[config.mk]
export PLATFORM = sky130hd
export DESIGN_NAME = cache_controller
export DESIGN_NICKNAME = d
export VERILOG_FILES = /design/src/rtl/cache_controller.sv
export SDC_FILE = /design/constraint.sdc
export NUM_CORES = 1
export LEC_CHECK = 0
export CAP_MARGIN = 20
export CORE_UTILIZATION = 47
export DETAILED_ROUTE_END_ITERATION = 8
export GPL_TIMING_DRIVEN = 1
export PLACE_DENSITY = 0.81
export SLEW_MARGIN = 25
export SYNTH_ARGS = -nofsm -noshare
export SYNTH_HDL_FRONTEND = slang
export SYNTH_SLANG_ARGS = --single-unit
[constraint.sdc]
create_clock -name clk -period 2.45 [get_ports clk]
set_input_delay 0.245 -clock clk [delete_from_list [all_inputs] [get_ports clk]]
set_output_delay 0.245 -clock clk [all_outputs]
set_load 0.01 [all_outputs]
[src/rtl/cache_controller.sv]
// cache_controller: CPU-side request FSM for a set-associative write-through,
// write-allocate cache. Runs the lookup, fills read misses from memory,
// forwards stores to memory and picks victims with per-set round-robin pointers.
module cache_controller #(
    parameter int NUM_SETS = 32,
    parameter int NUM_WAYS = 4,
    parameter int CNT_W    = 16
) (
    input  logic                        clk,
    input  logic                        reset_n,
    input  logic                        cpu_req,
    input  logic                        cpu_we,
    input  logic [31:0]                 cpu_addr,
    input  logic [31:0]                 cpu_wdata,
    output logic [31:0]                 cpu_rdata,
    output logic                        cpu_ready,
    output logic                        cache_read,
    output logic                        cache_write,
    output logic [31:0]                 cache_addr,
    output logic [31:0]                 cache_wdata,
    output logic [$clog2(NUM_WAYS)-1:0] replace_way,
    input  logic [31:0]                 cache_rdata,
    input  logic                        cache_hit,
    output logic                        mem_req,
    output logic                        mem_we,
    output logic [31:0]                 mem_addr,
    output logic [31:0]                 mem_wdata,
    input  logic [31:0]                 mem_rdata,
    input  logic                        mem_ack,
    output logic [CNT_W-1:0]            hit_cnt,
    output logic [CNT_W-1:0]            miss_cnt
);
    localparam int IDX_W = $clog2(NUM_SETS);
    localparam int WAY_W = $clog2(NUM_WAYS);
    localparam logic [CNT_W-1:0] CNT_MAX  = '1;
    localparam logic [WAY_W-1:0] WAY_LAST = WAY_W'(NUM_WAYS - 1);

    typedef enum logic [2:0] {
        IDLE, LOOKUP, MEM_RD, FILL, CWRITE, MEM_WR, RESP
    } state_t;

    state_t                           state_q, state_d;
    logic [31:0]                      addr_q, addr_d;
    logic                             we_q, we_d;
    logic [31:0]                      wdata_q, wdata_d;
    logic                             hit_q, hit_d;
    logic [31:0]                      fill_q, fill_d;
    logic [31:0]                      rdata_q, rdata_d;
    logic [CNT_W-1:0]                 hit_cnt_q, hit_cnt_d;
    logic [CNT_W-1:0]                 miss_cnt_q, miss_cnt_d;
    logic [NUM_SETS-1:0][WAY_W-1:0]   ptr_q, ptr_d;

    logic [IDX_W-1:0] idx;
    logic [WAY_W-1:0] ptr_cur, ptr_nxt;

    assign idx     = addr_q[IDX_W+1:2];
    assign ptr_cur = ptr_q[idx];
    assign ptr_nxt = (ptr_cur == WAY_LAST) ? '0 : ptr_cur + WAY_W'(1);

    // Next-state logic: transaction sequencing, data capture, counters, victim pointers
    always_comb begin
        state_d    = state_q;
        addr_d     = addr_q;
        we_d       = we_q;
        wdata_d    = wdata_q;
        hit_d      = hit_q;
        fill_d     = fill_q;
        rdata_d    = rdata_q;
        hit_cnt_d  = hit_cnt_q;
        miss_cnt_d = miss_cnt_q;
        ptr_d      = ptr_q;
        case (state_q)
            IDLE: begin
                if (cpu_req) begin
                    addr_d  = cpu_addr;
                    we_d    = cpu_we;
                    wdata_d = cpu_wdata;
                    state_d = LOOKUP;
                end
            end
            LOOKUP: begin
                if (cache_hit) begin
                    if (hit_cnt_q != CNT_MAX) hit_cnt_d = hit_cnt_q + 1'b1;
                end else begin
                    if (miss_cnt_q != CNT_MAX) miss_cnt_d = miss_cnt_q + 1'b1;
                end
                if (we_q) begin
                    hit_d   = cache_hit;
                    state_d = CWRITE;
                end else if (cache_hit) begin
                    rdata_d = cache_rdata;
                    state_d = RESP;
                end else begin
                    state_d = MEM_RD;
                end
            end
            MEM_RD: begin
                if (mem_ack) begin
                    fill_d  = mem_rdata;
                    rdata_d = mem_rdata;
                    state_d = FILL;
                end
            end
            FILL: begin
                ptr_d[idx] = ptr_nxt;
                state_d    = RESP;
            end
            CWRITE: begin
                // A store hit rewrites the resident line, so the victim pointer stays put
                if (!hit_q) ptr_d[idx] = ptr_nxt;
                state_d = MEM_WR;
            end
            MEM_WR: begin
                if (mem_ack) state_d = RESP;
            end
            RESP:    state_d = IDLE;
            default: state_d = IDLE;
        endcase
    end

    // State registers; async reset aborts any in-flight transaction
    always_ff @(posedge clk or negedge reset_n) begin
        if (!reset_n) begin
            state_q    <= IDLE;
            addr_q     <= '0;
            we_q       <= 1'b0;
            wdata_q    <= '0;
            hit_q      <= 1'b0;
            fill_q     <= '0;
            rdata_q    <= '0;
            hit_cnt_q  <= '0;
            miss_cnt_q <= '0;
            ptr_q      <= '0;
        end else begin
            state_q    <= state_d;
            addr_q     <= addr_d;
            we_q       <= we_d;
            wdata_q    <= wdata_d;
            hit_q      <= hit_d;
            fill_q     <= fill_d;
            rdata_q    <= rdata_d;
            hit_cnt_q  <= hit_cnt_d;
            miss_cnt_q <= miss_cnt_d;
            ptr_q      <= ptr_d;
        end
    end

    // Output decode: strobes are pure functions of state so reset drops them at once
    always_comb begin
        cpu_ready   = (state_q == RESP);
        cache_read  = (state_q == LOOKUP);
        cache_write = (state_q == FILL) || (state_q == CWRITE);
        mem_req     = (state_q == MEM_RD) || (state_q == MEM_WR);
        mem_we      = (state_q == MEM_WR);
        cache_addr  = addr_q;
        mem_addr    = addr_q;
        cache_wdata = '0;
        if (state_q == FILL)        cache_wdata = fill_q;
        else if (state_q == CWRITE) cache_wdata = wdata_q;
        replace_way = cache_write ? ptr_cur : '0;
        mem_wdata   = mem_we ? wdata_q : '0;
        cpu_rdata   = rdata_q;
        hit_cnt     = hit_cnt_q;
        miss_cnt    = miss_cnt_q;
    end

endmodule
==> metrics.csv <==
metric;value;unit
status;finished with violations;
failing checks;DRC, setup timing;
data required time of the critical path;2.20;ns
total CTS buffers;26;
Max Clock Freq;0.374;GHz
die area;23200;µm²
clock share of power;0.185;
design area;15500;µm²
Post-Syn Instances;1012;
mapped cell area;10600;µm²
final wirelength;32.3;mm
post-synth top area cell;dfrtp_1;
vias in the first global route;9292;
row cnt;54;
sequential area share after synthesis;0.540;
Clock Pin Slew Worst Setup and Hold Paths;0.06;ns
Final Net Count;1492;
max_cap viols;0;
pin count of the biggest net entering global routing;68;
Clk Latency, worst-skew pair;0.53;ns
Tcrit/Tclk final;1.09;
Slew headroom;0.601;
first-pass GRT wire length;50.5;mm
PnR worst setup slack;-0.224;ns
post-synthesis async set-or-reset flop share;1.00;
FF+latch count, synth;229;
Die Ht;152;µm
clk root buf;clkbuf_16;
Cell Int Power;13.2;mW
startpoint type of the worst setup path;register;
Total GRT Usage;0.276;
worst IR drop on VDD;1110;µV
Synth Warn #;0;
Worst Skew;0.0108;ns
Placement Cell Area;14400;µm²
type of the worst setup path;reg2out;
antenna diode count;0;
hpwl dp;22.9;mm
Post-Place Setup Slack;-0.0796;ns
Antenna Nets Post-Route;0;
Synth Flop Type;dfrtp_1;
Pwr Total;20.7;mW
Tmin final;2.67;ns
worst slew pin tran;0.598;ns
Cell Pwr Density;1330;nW/µm²
Critical Path AT;2.43;ns
Combinational Power Share;0.497;
share of power burned in registers;0.317;
routed length per instance;19.6;µm
Std-Cell Core Area;22000;µm²
IO Count;333;
post-synth cell types;51;
die width;152;µm
most frequent cells after synthesis;dfrtp_1, nand2_1, mux2_2;
crit-path max FO;7;
final hold violation count;0;
TritonCTS clock tree;done;
number of port buffers;332;
Yosys top cell area share;0.540;
crit path capture type;output pin;
Detailed Routing Iterations Pass 1;8;
Area Overhead vs Synth;46.1;%
share of layout cells above drive strength 1;0.155;
Post-synth EDFFs;0;
initial antenna violation count;0;
top cells by area, synth;dfrtp_1, nand2_1, mux2_2, mux2i_1, a22o_1;
syn nets;1148;
setup violators final;10;
Hold Path Class;in2async;
RSZ-0062 raised after global routing;yes;
H-tree depth;1;
drt via density;5.42;
DRC viols;15;
Clock Sinks;229;
GPL Wtd Cong;0.900;
leakage power;6.89;nW
most frequent cell after synthesis;dfrtp_1;
Initial Utilization;0.484;
Clock Tree Buf Depth;3;
Switching Fraction;0.363;
Switch Pwr;7.52;mW
drt first-iter violations;456;
syn avg cell area;10.5;µm²
max-slew violations;0;
via count;8959;
total congestion overflow;0;
==> cell families (layout without fill, tap and decap cells) <==
family / after synthesis / count (layout) / synth area share
XOR/XNOR: 31 / 31 / 0.0263
AND/OR/NAND/NOR: 366 / 366 / 0.157
AO/OA/AOI/OAI: 168 / 168 / 0.0982
flip-flops: 229 / 229 / 0.540
buffers and inverters: 94 / 454 / 0.0482
adder cells (fa/ha/maj): 2 / 2 / 0.00236
multiplexers: 122 / 122 / 0.129
==> metrics by stage <==
stage          hold WS (ns)  instances  setup TNS, ns   util
2_1_floorplan       -0.0506       1012              0      -
3_3_place_gp          0.233       1590        -0.0552  0.655
3_5_place_dp          0.232       1590         -0.138  0.655
4_1_cts               0.267       1648         -0.365  0.701
5_1_grt               0.297       1652          -2.74  0.707
6_report              0.271       1652         -0.534  0.707
==> metal layers <==
layer | GRT usage | up-vias | part of all wire
li1 | - | 4142 | -
met2 | 0.481 | 350 | 0.50
met1 | 0.326 | 4387 | 0.39
met4 | 0.109 | 0 | 0.042
met3 | 0.0717 | 80 | 0.073
met5 | 0 | - | 0
==> flip-flops by register name, summed over array words and instances, names as in the netlist, 3 cells and up <==
signal      count
ptr_q          64
cache_addr     32
cpu_rdata      32
state_q         3
wdata_q        32
hit_cnt        16
fill_q         32
miss_cnt       16
==> worst max-delay path: stages (launching register included) <==
cell       delay, ns
dfrtp_2         0.46
buf_12          0.16
buf_4           0.14
mux2i_2         0.23
o22ai_2         0.14
a2111oi_4       0.37
o21ai_1         0.13
and2_1          0.14
buf_2           0.13
==> path summary, 6_finish.rpt <==
check | endpoint | cells past startpoint | slack, ns | from
max in group asynchronous | ptr_q[59] | 3 | 1.37 | reset_n
min reg2reg | fill_q[12] | 2 | 0.47 | fill_q[12]
max reg2reg | ptr_q[9] | 11 | -0.03 | cache_addr[2]
min in group clk | cache_addr[2] | 3 | 0.28 | cpu_addr[2]
min | ptr_q[35] | 2 | 0.27 | reset_n
max | replace_way[1] | 8 | -0.22 | cache_addr[2]
==> cells in the final DEF, fill, tap and decap left out, types with 5 or more instances in the layout <==
cell type / n
buf_12: 13
nor3_1: 8
clkbuf_16: 29
o21ai_1: 21
mux4_2: 5
mux2i_1: 49
xor2_1: 8
dfrtp_1: 225
a22o_1: 32
a21oi_1: 38
and3_1: 8
nand2_1: 208
clkdlybuf4s50_1: 277
nand3_1: 20
and2_1: 39
and4_1: 5
nand4_1: 7
clkbuf_1: 8
nor2_1: 47
inv_1: 6
buf_4: 48
xnor2_1: 22
nor3_2: 5
mux2_2: 66
dlygate4sd2_1: 51
o21ai_0: 45
==> layout make-up <==
type                    instances  area [µm²]
inverters                       7        26.3
fillers                      1595        6440
clock buffers                  39         761
flip-flops and latches        229        5740
multi-input cells             689        4500
repair buffers                403        4070
clock inverters                 5        77.6
well taps                     280         350
==> what timing repair did <==
item                                    in CTS  in global routing
gates resized for setup                     77                 21
endpoints found under the setup margin      78                 45
setup buffers                               10                  1
gates cloned                                 3                  4
pin swaps                                   12                  3
hold buffers                                 1                  0
hold endpoints to repair                    62                  0
==> power by group through the flow <==
stage / clock [mW] / combinational (mW) / sequential, mW
2_1_floorplan: 0 / 4.74 / 6.45
3_3_place_gp: 0 / 8.96 / 6.54
3_5_place_dp: 0 / 9.16 / 6.60
4_1_cts: 3.89 / 9.40 / 6.55
5_1_grt: 4.04 / 11.0 / 6.76
6_report: 3.84 / 10.3 / 6.57
(Power assumes the default switching activity.)
